<file path="config.mk">
export PLATFORM = sky130hd
export DESIGN_NAME = apb_cmd_master
export DESIGN_NICKNAME = d
export VERILOG_FILES = /design/src/rtl/apb_pkg.sv /design/src/rtl/apb_cmd_master.sv
export SDC_FILE = /design/constraint.sdc
export NUM_CORES = 1
export LEC_CHECK = 0
export ABC_AREA = 1
export CAP_MARGIN = 20
export CORE_UTILIZATION = 36
export CTS_CLUSTER_SIZE = 30
export DETAILED_ROUTE_END_ITERATION = 6
export PLACE_DENSITY = 0.73
export SETUP_SLACK_MARGIN = 0.1
export SLEW_MARGIN = 20
export SYNTH_ARGS = -nofsm -noshare
export SYNTH_HDL_FRONTEND = slang
export SYNTH_SLANG_ARGS = --single-unit
</file>
<file path="constraint.sdc">
create_clock -name clk -period 2.6 [get_ports clk]
set_clock_uncertainty 0.15 [all_clocks]
set_input_delay 0.39 -clock clk [delete_from_list [all_inputs] [get_ports clk]]
set_output_delay 0.39 -clock clk [all_outputs]
set_load 0.01 [all_outputs]
</file>
<file path="src/rtl/apb_pkg.sv">
// ---------------------------------------------------------------------------
// apb_pkg
//   Shared types for the APB3 command master: FSM state encoding, command and
//   response record layouts at the default bus widths, and default widths.
// ---------------------------------------------------------------------------
package apb_pkg;

    localparam int APB_ADDR_W = 32;
    localparam int APB_DATA_W = 32;

    typedef enum logic [1:0] {
        IDLE   = 2'd0,
        SETUP  = 2'd1,
        ACCESS = 2'd2,
        RESP   = 2'd3
    } apb_mst_state_e;

    typedef struct packed {
        logic                  write;
        logic [APB_ADDR_W-1:0] addr;
        logic [APB_DATA_W-1:0] wdata;
    } apb_cmd_t;

    typedef struct packed {
        logic [APB_DATA_W-1:0] rdata;
        logic                  err;
        logic                  timeout;
    } apb_rsp_t;

endpackage : apb_pkg

</file>
<file path="src/rtl/apb_cmd_master.sv">
// ---------------------------------------------------------------------------
// apb_cmd_master
//   APB3 requester. Takes one read/write command at a time on a valid/ready
//   port, runs it as an APB SETUP/ACCESS transfer (honouring PREADY wait
//   states) and returns read data / error status on a valid/ready response
//   port. A wait-state watchdog aborts transfers that stall for TIMEOUT
//   ACCESS cycles (TIMEOUT=0 disables it).
//
//   Ports
//     clk, PRESET                  clock, synchronous active-low reset
//     cmd_valid/ready/write/addr/wdata   command channel
//     rsp_valid/ready/rdata/err/timeout  response channel
//     PADDR/PSEL/PENABLE/PWRITE/PWDATA   APB request (all registered)
//     PREADY/PSLVERR/PRDATA              APB completion from the slave
// ---------------------------------------------------------------------------
module apb_cmd_master
    import apb_pkg::*;
#(
    parameter int ADDR_W  = APB_ADDR_W,
    parameter int DATA_W  = APB_DATA_W,
    parameter int TIMEOUT = 16
) (
    input  logic              clk,
    input  logic              PRESET,
    input  logic              cmd_valid,
    output logic              cmd_ready,
    input  logic              cmd_write,
    input  logic [ADDR_W-1:0] cmd_addr,
    input  logic [DATA_W-1:0] cmd_wdata,
    output logic              rsp_valid,
    input  logic              rsp_ready,
    output logic [DATA_W-1:0] rsp_rdata,
    output logic              rsp_err,
    output logic              rsp_timeout,
    output logic [ADDR_W-1:0] PADDR,
    output logic              PSEL,
    output logic              PENABLE,
    output logic              PWRITE,
    output logic [DATA_W-1:0] PWDATA,
    input  logic              PREADY,
    input  logic              PSLVERR,
    input  logic [DATA_W-1:0] PRDATA
);

    localparam int               CNT_W    = (TIMEOUT > 0) ? $clog2(TIMEOUT + 1) : 1;
    localparam bit               WD_EN    = (TIMEOUT > 0);
    localparam logic [CNT_W-1:0] CNT_ONE  = CNT_W'(1);
    localparam logic [CNT_W-1:0] CNT_MAX  = {CNT_W{1'b1}};
    // Count value on the last permitted wait cycle; the increment there is the abort.
    localparam logic [CNT_W-1:0] CNT_LAST = WD_EN ? CNT_W'(TIMEOUT - 1) : CNT_MAX;

    apb_mst_state_e    state_q, state_d;
    logic [CNT_W-1:0]  cnt_q, cnt_d;
    logic              cmd_ready_q, cmd_ready_d;
    logic              rsp_valid_q, rsp_valid_d;
    logic [DATA_W-1:0] rsp_rdata_q, rsp_rdata_d;
    logic              rsp_err_q, rsp_err_d;
    logic              rsp_timeout_q, rsp_timeout_d;
    logic [ADDR_W-1:0] paddr_q, paddr_d;
    logic              psel_q, psel_d;
    logic              penable_q, penable_d;
    logic              pwrite_q, pwrite_d;
    logic [DATA_W-1:0] pwdata_q, pwdata_d;

    // State and output registers with synchronous active-low reset.
    always_ff @(posedge clk) begin
        if (!PRESET) begin
            state_q       <= IDLE;
            cnt_q         <= {CNT_W{1'b0}};
            cmd_ready_q   <= 1'b0;
            rsp_valid_q   <= 1'b0;
            rsp_rdata_q   <= {DATA_W{1'b0}};
            rsp_err_q     <= 1'b0;
            rsp_timeout_q <= 1'b0;
            paddr_q       <= {ADDR_W{1'b0}};
            psel_q        <= 1'b0;
            penable_q     <= 1'b0;
            pwrite_q      <= 1'b0;
            pwdata_q      <= {DATA_W{1'b0}};
        end else begin
            state_q       <= state_d;
            cnt_q         <= cnt_d;
            cmd_ready_q   <= cmd_ready_d;
            rsp_valid_q   <= rsp_valid_d;
            rsp_rdata_q   <= rsp_rdata_d;
            rsp_err_q     <= rsp_err_d;
            rsp_timeout_q <= rsp_timeout_d;
            paddr_q       <= paddr_d;
            psel_q        <= psel_d;
            penable_q     <= penable_d;
            pwrite_q      <= pwrite_d;
            pwdata_q      <= pwdata_d;
        end
    end

    // Next-state and next-output logic; outputs are computed for the state being entered.
    always_comb begin
        state_d       = state_q;
        cnt_d         = cnt_q;
        cmd_ready_d   = cmd_ready_q;
        rsp_valid_d   = rsp_valid_q;
        rsp_rdata_d   = rsp_rdata_q;
        rsp_err_d     = rsp_err_q;
        rsp_timeout_d = rsp_timeout_q;
        paddr_d       = paddr_q;
        psel_d        = psel_q;
        penable_d     = penable_q;
        pwrite_d      = pwrite_q;
        pwdata_d      = pwdata_q;

        case (state_q)
            IDLE: begin
                // cmd_ready comes up one cycle after reset release, so a
                // command is taken only once the registered ready is visible.
                if (cmd_valid && cmd_ready_q) begin
                    paddr_d     = cmd_addr;
                    pwrite_d    = cmd_write;
                    pwdata_d    = cmd_wdata;
                    psel_d      = 1'b1;
                    penable_d   = 1'b0;
                    cmd_ready_d = 1'b0;
                    state_d     = SETUP;
                end else begin
                    cmd_ready_d = 1'b1;
                end
            end
            SETUP: begin
                penable_d = 1'b1;
                cnt_d     = {CNT_W{1'b0}};
                state_d   = ACCESS;
            end
            ACCESS: begin
                if (PREADY) begin
                    // PREADY wins over a watchdog expiring in the same cycle.
                    psel_d        = 1'b0;
                    penable_d     = 1'b0;
                    rsp_rdata_d   = pwrite_q ? {DATA_W{1'b0}} : PRDATA;
                    rsp_err_d     = PSLVERR;
                    rsp_timeout_d = 1'b0;
                    rsp_valid_d   = 1'b1;
                    state_d       = RESP;
                end else if (WD_EN && (cnt_q == CNT_LAST)) begin
                    cnt_d         = cnt_q + CNT_ONE;
                    psel_d        = 1'b0;
                    penable_d     = 1'b0;
                    rsp_rdata_d   = {DATA_W{1'b0}};
                    rsp_err_d     = 1'b1;
                    rsp_timeout_d = 1'b1;
                    rsp_valid_d   = 1'b1;
                    state_d       = RESP;
                end else begin
                    // Saturate so a disabled watchdog never wraps the count.
                    cnt_d = (cnt_q == CNT_MAX) ? cnt_q : (cnt_q + CNT_ONE);
                end
            end
            RESP: begin
                if (rsp_ready) begin
                    rsp_valid_d = 1'b0;
                    cmd_ready_d = 1'b1;
                    state_d     = IDLE;
                end else begin
                    rsp_valid_d = 1'b1;
                end
            end
            default: begin
                state_d     = IDLE;
                psel_d      = 1'b0;
                penable_d   = 1'b0;
                rsp_valid_d = 1'b0;
                cmd_ready_d = 1'b0;
            end
        endcase
    end

    assign cmd_ready   = cmd_ready_q;
    assign rsp_valid   = rsp_valid_q;
    assign rsp_rdata   = rsp_rdata_q;
    assign rsp_err     = rsp_err_q;
    assign rsp_timeout = rsp_timeout_q;
    assign PADDR       = paddr_q;
    assign PSEL        = psel_q;
    assign PENABLE     = penable_q;
    assign PWRITE      = pwrite_q;
    assign PWDATA      = pwdata_q;

endmodule : apb_cmd_master
</file>
* Word-level counts from Yosys, hierarchy flattened
Cells that the tools add are included.
** Operators by class
- Reductions and logical operators :: 16
- Equality and inequality tests :: 10
- Add/sub/neg operators :: 1
- Mux-type cells :: 27
** Operators by type and width (count)
- 2-to-1 mux 32 bit :: 3
- 2-to-1 mux 5 bit :: 3
- AND reduction 3 bit :: 4
- 2-to-1 mux 1 bit :: 11
- case mux 5 bit (2 select lines) :: 1
- nonzero test 2 bit :: 5
- 2-to-1 mux 2 bit :: 4
- case mux 2 bit (4 select lines) :: 1
- AND reduction 2 bit :: 4
- != test 2 bit (second input constant) :: 3
- != test 3 bit (second input constant) :: 2
- case mux 1 bit (2 select lines) :: 3
- adder 5 x 1 -> 5 bit (second input constant) :: 1
- equality test 5 x 4 -> 1 bit (second input constant) :: 1
- equality test 5 bit (second input constant) :: 1
- equality test 2 bit (second input constant) :: 2
- case mux 1 bit (3 select lines) :: 1
- nonzero test 3 bit :: 1
- equality test 2 x 1 -> 1 bit (second input constant) :: 1
- zero test 2 bit :: 1
- logical AND 1 bit :: 1
** Storage, ports and cells
- Output and inout bits :: 103
- Logic and storage cells :: 66
- Bits in registers :: 110

* Depth between registers and ports, before layout
- Depth after elaboration :: 5
- Gate-level depth with buffers :: 10
- Mapped depth without buffers :: 10

* Worst setup path before layout
No wires, ideal clock.
- Path type :: reg-to-reg
- Start :: register cnt_q[1]
- End :: register rsp_rdata_q[10], in the netlist rsp_rdata[10]
- Arrival :: 1.369 ns
- Setup slack :: 0.949 ns
- Path buffers :: 1
- Clock period less this slack :: 1.651 ns
- Stages on the path, launching flop included :: 11
- Library setup time :: 0.132 ns
- Path through :: dfxtp_1 > ha_1 > nand2_1 > nor2_1 > ha_1 > inv_1 > a21oi_2 > inv_2 > buf_6 > nand2_1 > a21oi_1
** On the way
- Cells in the longest elaborated chain, start to end :: 3
** RTL lines
- from (decl) :: line apb_cmd_master.sv:53 : logic [CNT_W-1:0] cnt_q, cnt_d;
- from (signal assigned) :: line apb_cmd_master.sv:69 : cnt_q <= {CNT_W{1'b0}};
- from (signal assigned) :: line apb_cmd_master.sv:82 : cnt_q <= cnt_d;
- equality test 5 x 4 -> 1 bit :: line apb_cmd_master.sv:142 : end else if (WD_EN && (cnt_q == CNT_LAST)) begin
- nonzero test 2 bit (no line)
- AND reduction 2 bit (no line)
- to (signal assigned) :: line apb_cmd_master.sv:72 : rsp_rdata_q <= {DATA_W{1'b0}};
- to (signal assigned) :: line apb_cmd_master.sv:85 : rsp_rdata_q <= rsp_rdata_d;
- to (decl) :: line apb_cmd_master.sv:56 : logic [DATA_W-1:0] rsp_rdata_q, rsp_rdata_d;
Every way passes these cells.
A chain may end at the register's enable or synchronous reset.

* Worst setup path in the final report
- Start :: register cnt_q[1]
- End :: register rsp_rdata_q[26], in the netlist rsp_rdata[26]
The elaborated chain is that of the path after synthesis.

==> results.txt <==
By area the synthesized netlist is led by dfxtp_1 (52%), nand2_1 (17%), a21oi_1 (12%), nand4_1 (4.6%), ha_1 (2.7%). In this run the most critical hold path is launched from rsp_rdata[15]. The number of port buffers came out at approximately 200.

The repair_antennas step left the layout with diodes totalling 0. The headroom to the max-slew limit is 35.3%. After synthesis, the largest family of logic cells by area is simple AND/OR/NAND/NOR gates. The routing usage on met3 came out at 3.47%. The placer congestion estimate came out at 0.802. The worst setup path is captured at a register. After detailed routing, the number of vias per cell comes to 4.88. Setup violations remaining at the end of the flow were counted as 0.

The number of unique standard cell types used by synthesis is 18. The number of DRC markers in iteration 0 came out at 248. The global-route met1 utilization is 21.9%. The share of cell area taken by muxes after synthesis is 0%.

In this run the most used layer during global routing was met2. The sequential-to-total area share from yosys stat is 52.2%. The top-area cell type share of the netlist area came out at 52.2%.

The setup TNS is 0 ps. The number of search-and-repair iterations in the first detailed-routing pass is 4. Counting every sink on the clock net gives 110. The global-route wire length before repair is 18300 µm. The number of nets produced by synthesis came out at 655.

The post-synthesis simple-gate area fraction came out at 24.8%. The via count of the first global-routing pass is 3969. Hold repair after CTS inserted 0 buffers. Registers take ~2200 µm². The standby leakage power came out at 2.36 nW.

The required time at the worst-slack endpoint came out at 2650 ps. STA classifies the critical path startpoint as a register. The final critical path takes up 80.2% of the cycle.

The number of antenna-violating nets in the routed design came out at 0. The aggregate routed wire length came out at 12200 µm. The aggregate global-route resource usage is 19.2%.

From synthesis to final layout, the design area changed by 56.5%. STA puts the critical path data arrival time at 2130 ps. The xor and xnor fraction of the mapped netlist area is 0%. The total power is 4.92 mW. The largest fanout of any net on the critical path is 28. The area of the core is 11400 µm². The post-synthesis cell count is roughly 540.

The number of failing hold endpoints at the final stage is 0. The number of buffers inserted during clock tree synthesis is 9. The share of cells above drive strength 1 is 3.69%. Static timing analysis puts the maximum clock frequency at 480 MHz. Across the run, the number of max-cap violations was 0. The total number of placement rows came out at 39. The minimum clock period after layout came out at 2080 ps. The final layout contains 840 nets.

The number of cells in the finished layout apart from fillers came out at 875. The maximum level of the CTS H-tree came out at 3. The maximum resistive drop on vdd is a little under 0.5 mV. Cells fill between 50% and 60% of the core in the end. In this run the worst setup path begins at cnt_q[1]. Setup repair after global routing left no endpoint under its margin. The worst register-to-register path begins at cnt_q[1]. The final hold slack came out at 313 ps. The root buffer cell is clkbuf_16.

The via count came out at 4273. The count of filler cells inserted in the layout came out at between 1000 and 1500. The initial utilization of the core area, before any placement, comes to a little under two fifths. The synthesized design spends more area on one cell type than any other, namely dfxtp_1.

Of the total synthesized cell area, the portion taken by full adders, half adders and majority gates is 2.67%. For this run, design rule violations remaining after detail routing come to 0. The global-route congestion overflow total is 0. Once placement completed, the tool counted placed cells totaling 860.

The number of antenna violations at the first check in global routing was 0. Summing the areas of all compound-gate instances in the mapped netlist gives 13.2% of the synthesized area. The transition time of the tightest slew-check pin came out at 970 ps.

The final-report max-slew violation count came out at 0. The die height is 110 µm. The critical path in this run is classified as register to register. The yosys synthesis warning count came out at 0. After synthesis the netlist holds a flip-flop and latch count of 110. The class of the most critical hold timing path is register to register. The maximum count of clock buffers along a single path is 2. The floorplan step set the die width to 110 µm.

The post-synthesis instance area came out at 4220 µm². The post-synthesis average cell area is 7.76 µm². Once the clock tree was built, the setup fixing pass inserted 0 buffers. The power per cell area is 746 nW/µm².

In the final routed layout, each cell accounts on average for 13.9 µm. After clock tree synthesis, the clock-pin slew on the worst setup and hold paths is 70 ps. The multi-input combinational cell area came out at 1720 µm². The run finished with clean final reports.

The post-DP HPWL is 8640 µm. The number of I/O pins is 206. The die footprint came out at 12100 µm².

For this run, global-route usage on met2 was measured as 34.2%. TritonCTS built the clock tree. The clock insertion delay at the later pin of the skew report is 330 ps. The post-cts repair resize count came out at 0. The largest net degree at the start of global routing came out at 67.
[cells in the final DEF, fill, tap and decap left out, drive strengths merged, types with 2 or more instances in the layout]
| cell | instances |
|---|---|
| clkdlybuf4s50 | 205 |
| nand2 | 187 |
| dfxtp | 110 |
| a21oi | 102 |
| nand4 | 31 |
| inv | 23 |
| nor2 | 20 |
| nand3 | 13 |
| clkbuf | 11 |
| ha | 9 |
| buf | 8 |
| o21ai | 7 |
| clkinv | 2 |
[report_power, final]
part	switching [mW]	internal, mW	total (mW)
logic	0.788	0.746	1.53
registers	0.129	1.92	2.05
clock network	0.579	0.765	1.34
total	1.50	3.43	4.92
[sequential cells by signal, indices dropped and copies added (netlist names)]
name and flops:
PENABLE 1, PWRITE 1, PADDR 32, cmd_ready 1
PWDATA 32, cnt_q 5, rsp_timeout 1, state_q 2
rsp_err 1, rsp_valid 1, rsp_rdata 32, PSEL 1
[metal layers]
metal,vias up,wire length (µm),part of all wire (%)
met5,-,0,0
met4,0,377,3.1
met3,30,659,5.4
met2,135,6230,51
met1,1971,4890,40
li1,2137,-,-
[cells in the mapped netlist]
cell type and number:
nand2_1 187, dfxtp_1 110, a21oi_1 101, nand4_1 31, inv_1 20, nor2_1 20, clkbuf_1 16, buf_2 13
nand3_1 12, ha_1 9, buf_4 7, o21ai_0 7, buf_6 3, inv_2 3, a21oi_2 1, a31oi_1 1
nand3_2 1, or2_0 1
[final cells by class]
type	instances	area share, %
well taps	143	2.71
clock inverters	4	0.721
flip-flops and latches	110	33.4
clock buffers	11	3.68
inverters	23	1.31
repair buffers	213	32.2
multi-input cells	371	26.0
[critical path: stages, from the launching register on]
cell	delay [ps]
dfxtp_1	360
ha_1	180
nand2_1	80
nor2_1	160
ha_1	170
inv_1	60
a21oi_2	300
inv_2	280
nand2_1	130
a21oi_1	60
[through the flow]
stage | setup WS, ps | instance area (µm²)
6_report | 516 | 6600
5_1_grt | 348 | 6600
4_1_cts | 521 | 6600
3_5_place_dp | 480 | 6310
3_3_place_gp | 572 | 6310
2_1_floorplan | 949 | 4220
[path summary, 6_finish.rpt]
path / to / slack (ps) / cells after the start
max reg2reg: rsp_rdata[26] / 520 / 9
min reg2reg: rsp_rdata[15] / 310 / 2
min: rsp_rdata[15] / 310 / 2
max: rsp_rdata[26] / 520 / 9
[kinds of logic (layout without fill, tap and decap cells)]
| group | Yosys count | in the layout |
|---|---|---|
| buffers and inverters | 62 | 251 |
| adder cells (fa/ha/maj) | 9 | 9 |
| flip-flops | 110 | 110 |
| AND/OR/NAND/NOR | 252 | 252 |
| AO/OA/AOI/OAI | 110 | 110 |
No activity file was read; power rests on OpenSTA's default activity.
